===== config.mk =====
export PLATFORM = sky130hd
export DESIGN_NAME = shift_sequencer
export DESIGN_NICKNAME = d
export VERILOG_FILES = /design/src/rtl/shift_sequencer.sv
export SDC_FILE = /design/constraint.sdc
export NUM_CORES = 1
export LEC_CHECK = 0
export CORE_MARGIN = 4
export CORE_UTILIZATION = 34
export CTS_CLUSTER_DIAMETER = 200
export CTS_CLUSTER_SIZE = 10
export DETAILED_ROUTE_END_ITERATION = 12
export HOLD_SLACK_MARGIN = 0.12
export PLACE_DENSITY = 0.84
export SYNTH_ARGS = -nofsm -noshare
export SYNTH_HDL_FRONTEND = slang
export SYNTH_SLANG_ARGS = --single-unit

===== constraint.sdc =====
create_clock -name clk -period 1.9 [get_ports clk]
set_clock_uncertainty 0.05 [all_clocks]
set_input_delay 0.475 -clock clk [delete_from_list [all_inputs] [get_ports clk]]
set_output_delay 0.475 -clock clk [all_outputs]
set_load 0.02 [all_outputs]

===== src/rtl/shift_sequencer.sv =====
`default_nettype none
// ============================================================================
// Module      : shift_sequencer
// Description : Sequences a multi-bit shift/rotate as single-bit steps through
//               an external combinational ALU. Define SHIFT_COUNT_MASK_EN to
//               use only count[4:0] (80186 style); otherwise count[7:0] is used.
// Revision    : 1.0 - initial release
// ============================================================================
module shift_sequencer (
    input  logic        clk,
    input  logic        reset_n,
    input  logic        start,
    input  logic [2:0]  shift_op,
    input  logic        is_8_bit,
    input  logic [15:0] operand,
    input  logic [7:0]  count,
    input  logic [15:0] flags_in,
    input  logic        flush,
    output logic [2:0]  alu_op,
    output logic        alu_is_8_bit,
    output logic [15:0] alu_a,
    output logic [4:0]  alu_shift_count,
    output logic        alu_multibit_shift,
    output logic [15:0] alu_flags,
    input  logic [15:0] alu_out,
    input  logic [15:0] alu_flags_out,
    output logic [15:0] result,
    output logic [15:0] flags_out,
    output logic        busy,
    output logic        done
);

`ifdef SHIFT_COUNT_MASK_EN
    localparam int CNT_W = 5;
    logic w_unused_count;
    assign w_unused_count = ^count[7:5];
`else
    localparam int CNT_W = 8;
`endif

    localparam logic [1:0]       c_idle  = 2'd0;
    localparam logic [1:0]       c_shift = 2'd1;
    localparam logic [1:0]       c_done  = 2'd2;
    localparam logic [CNT_W-1:0] c_one   = CNT_W'(1);

    logic [1:0]       r_state;
    logic [2:0]       r_op;
    logic             r_is_8_bit;
    logic [15:0]      r_value;
    logic [15:0]      r_flags;
    logic [CNT_W-1:0] r_remaining;

    logic [CNT_W-1:0] w_eff_count;
    logic [2:0]       w_op;

    assign w_eff_count = count[CNT_W-1:0];
    // Reserved encoding 7 is latched as SHL so the ALU only ever sees defined ops.
    assign w_op        = (shift_op == 3'd7) ? 3'd0 : shift_op;

    always_ff @(posedge clk or negedge reset_n) begin
        if (!reset_n) begin
            r_state     <= c_idle;
            r_op        <= 3'd0;
            r_is_8_bit  <= 1'b0;
            r_value     <= 16'h0000;
            r_flags     <= 16'h0000;
            r_remaining <= '0;
        end else if (flush) begin
            r_state <= c_idle;
        end else begin
            case (r_state)
                c_shift: begin
                    r_value <= r_is_8_bit ? {r_value[15:8], alu_out[7:0]} : alu_out;
                    r_flags <= alu_flags_out;
                    if (r_remaining != '0) begin
                        r_remaining <= r_remaining - c_one;
                    end
                    if (r_remaining <= c_one) begin
                        r_state <= c_done;
                    end
                end
                c_idle, c_done: begin
                    if (start) begin
                        r_op        <= w_op;
                        r_is_8_bit  <= is_8_bit;
                        r_value     <= operand;
                        r_flags     <= flags_in;
                        r_remaining <= w_eff_count;
                        r_state     <= (w_eff_count == '0) ? c_done : c_shift;
                    end else begin
                        r_state <= c_idle;
                    end
                end
                default: begin
                    r_state <= c_idle;
                end
            endcase
        end
    end

    assign alu_op             = r_op;
    assign alu_is_8_bit       = r_is_8_bit;
    assign alu_a              = r_value;
    assign alu_flags          = r_flags;
    assign alu_shift_count    = (r_state == c_shift) ? 5'd1 : 5'd0;
    assign alu_multibit_shift = 1'b0;
    assign result             = r_value;
    assign flags_out          = r_flags;
    assign busy               = (r_state == c_shift);
    assign done               = (r_state == c_done);

endmodule
`default_nettype wire


Word level (Yosys, flattened, before mapping)
Index checks and enable logic that the tools add are counted.
{"block": "totals", "out_inout_bits": 76, "in_bits": 80, "register_bits": 46}
{"block": "classes", "n_reduce_logical": 9, "n_eq_ne": 7, "muxes": 15, "order_cmp": 1, "bitwise_logic": 1, "n_addsub": 1}
{"op": "$pmux 16 s2", "count": 2}
{"op": "$mux 16", "count": 3}
{"op": "$mux 8", "count": 2}
{"op": "$pmux 8 s2", "count": 1}
{"op": "$le 8x1->1 const B", "count": 1}
{"op": "$logic_not 8->1", "count": 1}
{"op": "$mux 2", "count": 4}
{"op": "$reduce_and 4->1", "count": 2}
{"op": "$reduce_bool 8->1", "count": 1}
{"op": "$sub 8x1->8 const B", "count": 1}
{"op": "$reduce_and 3->1", "count": 2}
{"op": "$ne 2x2->1 const B", "count": 2}
{"op": "$pmux 2 s2", "count": 1}
{"op": "$eq 3x3->1 const B", "count": 1}
{"op": "$mux 3", "count": 1}
{"op": "$ne 3x2->1 const B", "count": 1}
{"op": "$eq 2x1->1 const B", "count": 1}
{"op": "$eq 2x2->1 const B", "count": 1}
{"op": "$logic_not 2->1", "count": 1}
{"op": "$ne 2x1->1 const B", "count": 1}
{"op": "$reduce_bool 2->1", "count": 1}
{"op": "$reduce_or 2->1", "count": 1}
{"op": "$mux 1", "count": 1}
{"op": "$not 1->1", "count": 1}

Logic depth before layout (Yosys ltp)
{"block": "logic_depth", "word_depth": 5, "ltp_mapped": 7}

Least setup slack after synthesis
No wires, ideal clock.
{"block": "synth_timing", "path_kind": "register to register", "startpoint": "register r_remaining[0]", "endpoint": "register r_remaining[4]", "slack_ps": -13, "synth_period_minus_slack_ps": 1913, "arrival_time_ps": 1781, "path_stages_with_launch": 6, "path_buffers": 0, "cell_sequence": "dfrtp_1 -> inv_1 -> ha_1 -> or3b_2 -> or4b_1 -> a31oi_1"}
{"block": "synth_via", "elab_chain_len": 3}
{"item": "from (decl)", "line": "51", "text": "logic [CNT_W-1:0] r_remaining;"}
{"item": "from (signal assigned)", "line": "76", "text": "r_remaining <= r_remaining - c_one;"}
{"item": "from (signal assigned)", "line": "88", "text": "r_remaining <= w_eff_count;"}
{"item": "$sub 8x1->8 or $reduce_bool 8->1 (tied branches)", "line": "76, 75"}
{"item": "$mux 8 or $ne 2x1->1 (tied branches)"}
{"item": "$pmux 8 s2 or $reduce_and 4->1 (tied branches)"}
Parallel ways exist; a longest one is shown, timed or not. The select of a mux whose other input is x is not followed.
A chain may end at the register's enable or synchronous reset.

Final worst setup path
{"block": "layout_timing", "startpoint": "register r_flags[5] (netlist: alu_flags[5])", "endpoint": "output port alu_flags[5]"}
{"item": "from (decl)", "line": "50", "text": "logic [15:0] r_flags;"}
{"item": "from (signal assigned)", "line": "74", "text": "r_flags <= alu_flags_out;"}
{"item": "from (signal assigned)", "line": "87", "text": "r_flags <= flags_in;"}
{"item": "to (decl)", "line": "24", "text": "output logic [15:0] alu_flags,"}
No word-level cell between the ends.

==> flow_metrics.py <==
metrics = {
    "outcome": {
        "run_status": "finished clean",
    },
    "power_and_ir_drop": {
        "p_leak_nw": 1.90,
        "p_per_area_nw_per_um2": 990,
        "peakVddDrop_mv": 0.475,
        "finalPower_mw": 4.20,
    },
    "die": {
        "row_count": 31,
        "start_util_pct": 35.7,
        "die_h_um": 96.0,
        "dieArea_um2": 9210,
        "core-area_um2": 7370,
        "fp.dieW_um": 96.0,
        "io_pins": 156,
    },
    "route": {
        "initialDrtViolationCount": 67,
        "dr.pass1.iters": 4,
        "drc": 0,
        "vias": 2394,
        "wire_per_inst_um": 14.8,
        "ant_nets": 0,
        "wirelength_um": 7400,
        "via_per_inst": 4.78,
    },
    "setup_path": {
        "critical_path_class": "reg2out",
        "cp.buffers_inverters": 1,
        "cp.required_ps": 1370,
        "start_kind": "flop",
        "crit_arrival_ps": 1330,
        "critPathMaxFanout": 3,
        "worstSetupEndpointType": "output port",
        "critPathMaxStageDelay_ps": 640,
        "crit_family": "buffers and inverters",
        "path_cells": "clkdlybuf4s50_1",
        "cp_slowest_cell": "clkdlybuf4s50_1",
    },
    "sta": {
        "setup_slack_ps": 47.3,
        "max_freq_ghz": 0.540,
        "layout_worst_path_cycle_share_pct": 97.5,
        "min_period_ps": 1850,
        "hold_viol": 0,
        "tns_ps": 0,
        "drv_slew": 0,
        "setup_viol": 0,
        "rsz0062_at_grt": "false",
    },
    "yosys": {
        "syn_inst": 267,
        "yosysSeqAreaShare_pct": 43.7,
        "async_flop_share_pct": 100,
        "syn_area_um2": 2630,
        "synthFlopType": "dfrtp_1",
        "synth.distinct_cells": 41,
        "ys_warn_count": 0,
        "syn_avg_cell_area_um2": 9.85,
        "synth_edf_count": 0,
        "synth.ff_latch_count": 46,
    },
    "cts": {
        "cts-root-buf": "clkbuf_8",
        "clkTransAtPathRegs_ps": 90,
        "worstSkewPairLatency_ps": 300,
        "htree_levels": 2,
        "cts.sinks": 46,
        "cts-buffers-inserted": 5,
        "cts_tree": "done",
        "clock_path_buffers": 2,
    },
    "global_routing": {
        "antenna_found_initial": 0,
        "gr-total-overflow": 0,
        "grt_usage_pct": 15.9,
        "grt_pass1_vias": 2417,
        "grt_pass1_wl_um": 11400,
        "grt_max_degree": 30,
    },
    "finish": {
        "layout_commonest_cell": "clkdlybuf4s50_1",
        "drive_above_1_share_pct": 14.4,
        "syn_to_final_growth_pct": 61.3,
        "layout.nets": 484,
        "final_core_util_pct": 57.6,
        "antenna_cells": 0,
        "layout_common_cells": "clkdlybuf4s50_1 (136), dfrtp_1 (45), nand2_1 (43), mux2i_1 (28), o21ai_0 (28)",
        "nFillCells": 629,
    },
    "placement": {
        "routabilityCongestion": 0.880,
        "dp_hpwl_um": 6070,
        "numPortBuffers": 150,
        "place_ws_ps": -231,
    },
    "min_path": {
        "hold_class": "reg2reg",
    },
    "run": {
        "max_cap_viol_count": 0,
    },
}
## layer usage
metal | wire length [um] | GRT usage (%) | vias up
li1 | - | - | 1157
met1 | 2850 | 17.9 | 1111
met2 | 3670 | 29.0 | 117
met3 | 804 | 5.08 | 9
met4 | 80 | 3.91 | 0
met5 | 0 | 0 | -
## worst paths after layout
path                                                 start                    endpoint  slack [ps]  cells after the start
worst max-delay path              alu_flags[5]$_DFFE_PN0P_                alu_flags[5]          50                      1
worst max register to register  r_remaining[1]$_DFFE_PN0P_  r_remaining[3]$_DFFE_PN0P_          70                      4
min in group asynchronous                          reset_n    alu_flags[4]$_DFFE_PN0P_         670                      3
max in group asynchronous                          reset_n      r_state[0]$_DFFE_PN0P_         860                      3
worst min-delay path                 alu_op[2]$_DFFE_PN0P_       alu_op[2]$_DFFE_PN0P_         430                      2
worst min register to register       alu_op[2]$_DFFE_PN0P_       alu_op[2]$_DFFE_PN0P_         430                      2
## cells in the mapped netlist (all sizes together) (2+ instances only)
master	number	area share, %
mux2i	28	11
buf	45	12
ha	3	1.4
inv	3	0.43
a21oi	4	0.90
o21ai	28	5.3
nor2b	2	0.48
or4b	2	0.76
or4	3	0.86
dfrtp	46	44
nor2	10	1.4
mux2	16	6.8
a31oi	2	0.48
nand2	43	6.1
clkbuf	6	0.86
a211oi	3	0.86
nand3	3	0.57
## worst register-to-register path: cells and delay by family, from the launching register on
family | cells | cell delay [ps]
simple gates | 2 | 1000
flops | 1 | 390
compound gates | 1 | 180
buf+inv | 1 | 140
## timing repair
| item | in CTS | in global routing |
|---|---|---|
| gates resized for setup | 4 | 14 |
| hold buffers | 1 | 0 |
| endpoints found under the hold margin | 41 | 0 |
| setup buffers | 0 | 0 |
| pin swaps | 0 | 1 |
| setup endpoints to repair | 3 | 14 |
## cell families (layout without fill, tap and decap cells)
logic type	Yosys count	after routing	share of synthesized area, %
mux	44	44	17.5
fa+ha+maj	3	3	1.43
flops	46	46	43.7
buf+inv	54	185	13.6
compound gates	46	46	10.7
other cells	1	5	0.143
simple gates	73	73	12.9
## metrics by stage
stage	cell area, um2	std cells	hold WS (ps)
5_1_grt	4240	501	481
6_report	4240	501	425
2_1_floorplan	2650	271	129
3_5_place_dp	4100	492	407
3_3_place_gp	4100	492	402
4_1_cts	4220	501	428
## power breakdown
part	internal, mW	switching [mW]	total, mW	leakage [nW]
combinational	1.05	0.967	2.02	1.28
sequential	1.22	0.227	1.45	0.559
clock	0.394	0.342	0.736	0.0585
## sequential cells by signal, summed over array words and instances, names as in the netlist
name,cells
alu_a,16
alu_flags,16
alu_is_8_bit,1
alu_op,3
r_remaining,8
r_state,2
## final cells by class
type | count | area [um2] | share of cell area, %
timing repair buffer | 174 | 1700 | 40.0
clock inverter | 3 | 43.8 | 1.03
clock buffer | 5 | 68.8 | 1.62
sequential | 46 | 1150 | 27.2
tap | 99 | 124 | 2.92
inverter | 3 | 11.3 | 0.265
multi-input combinational | 171 | 1150 | 27.0
(Power assumes the default switching activity.)
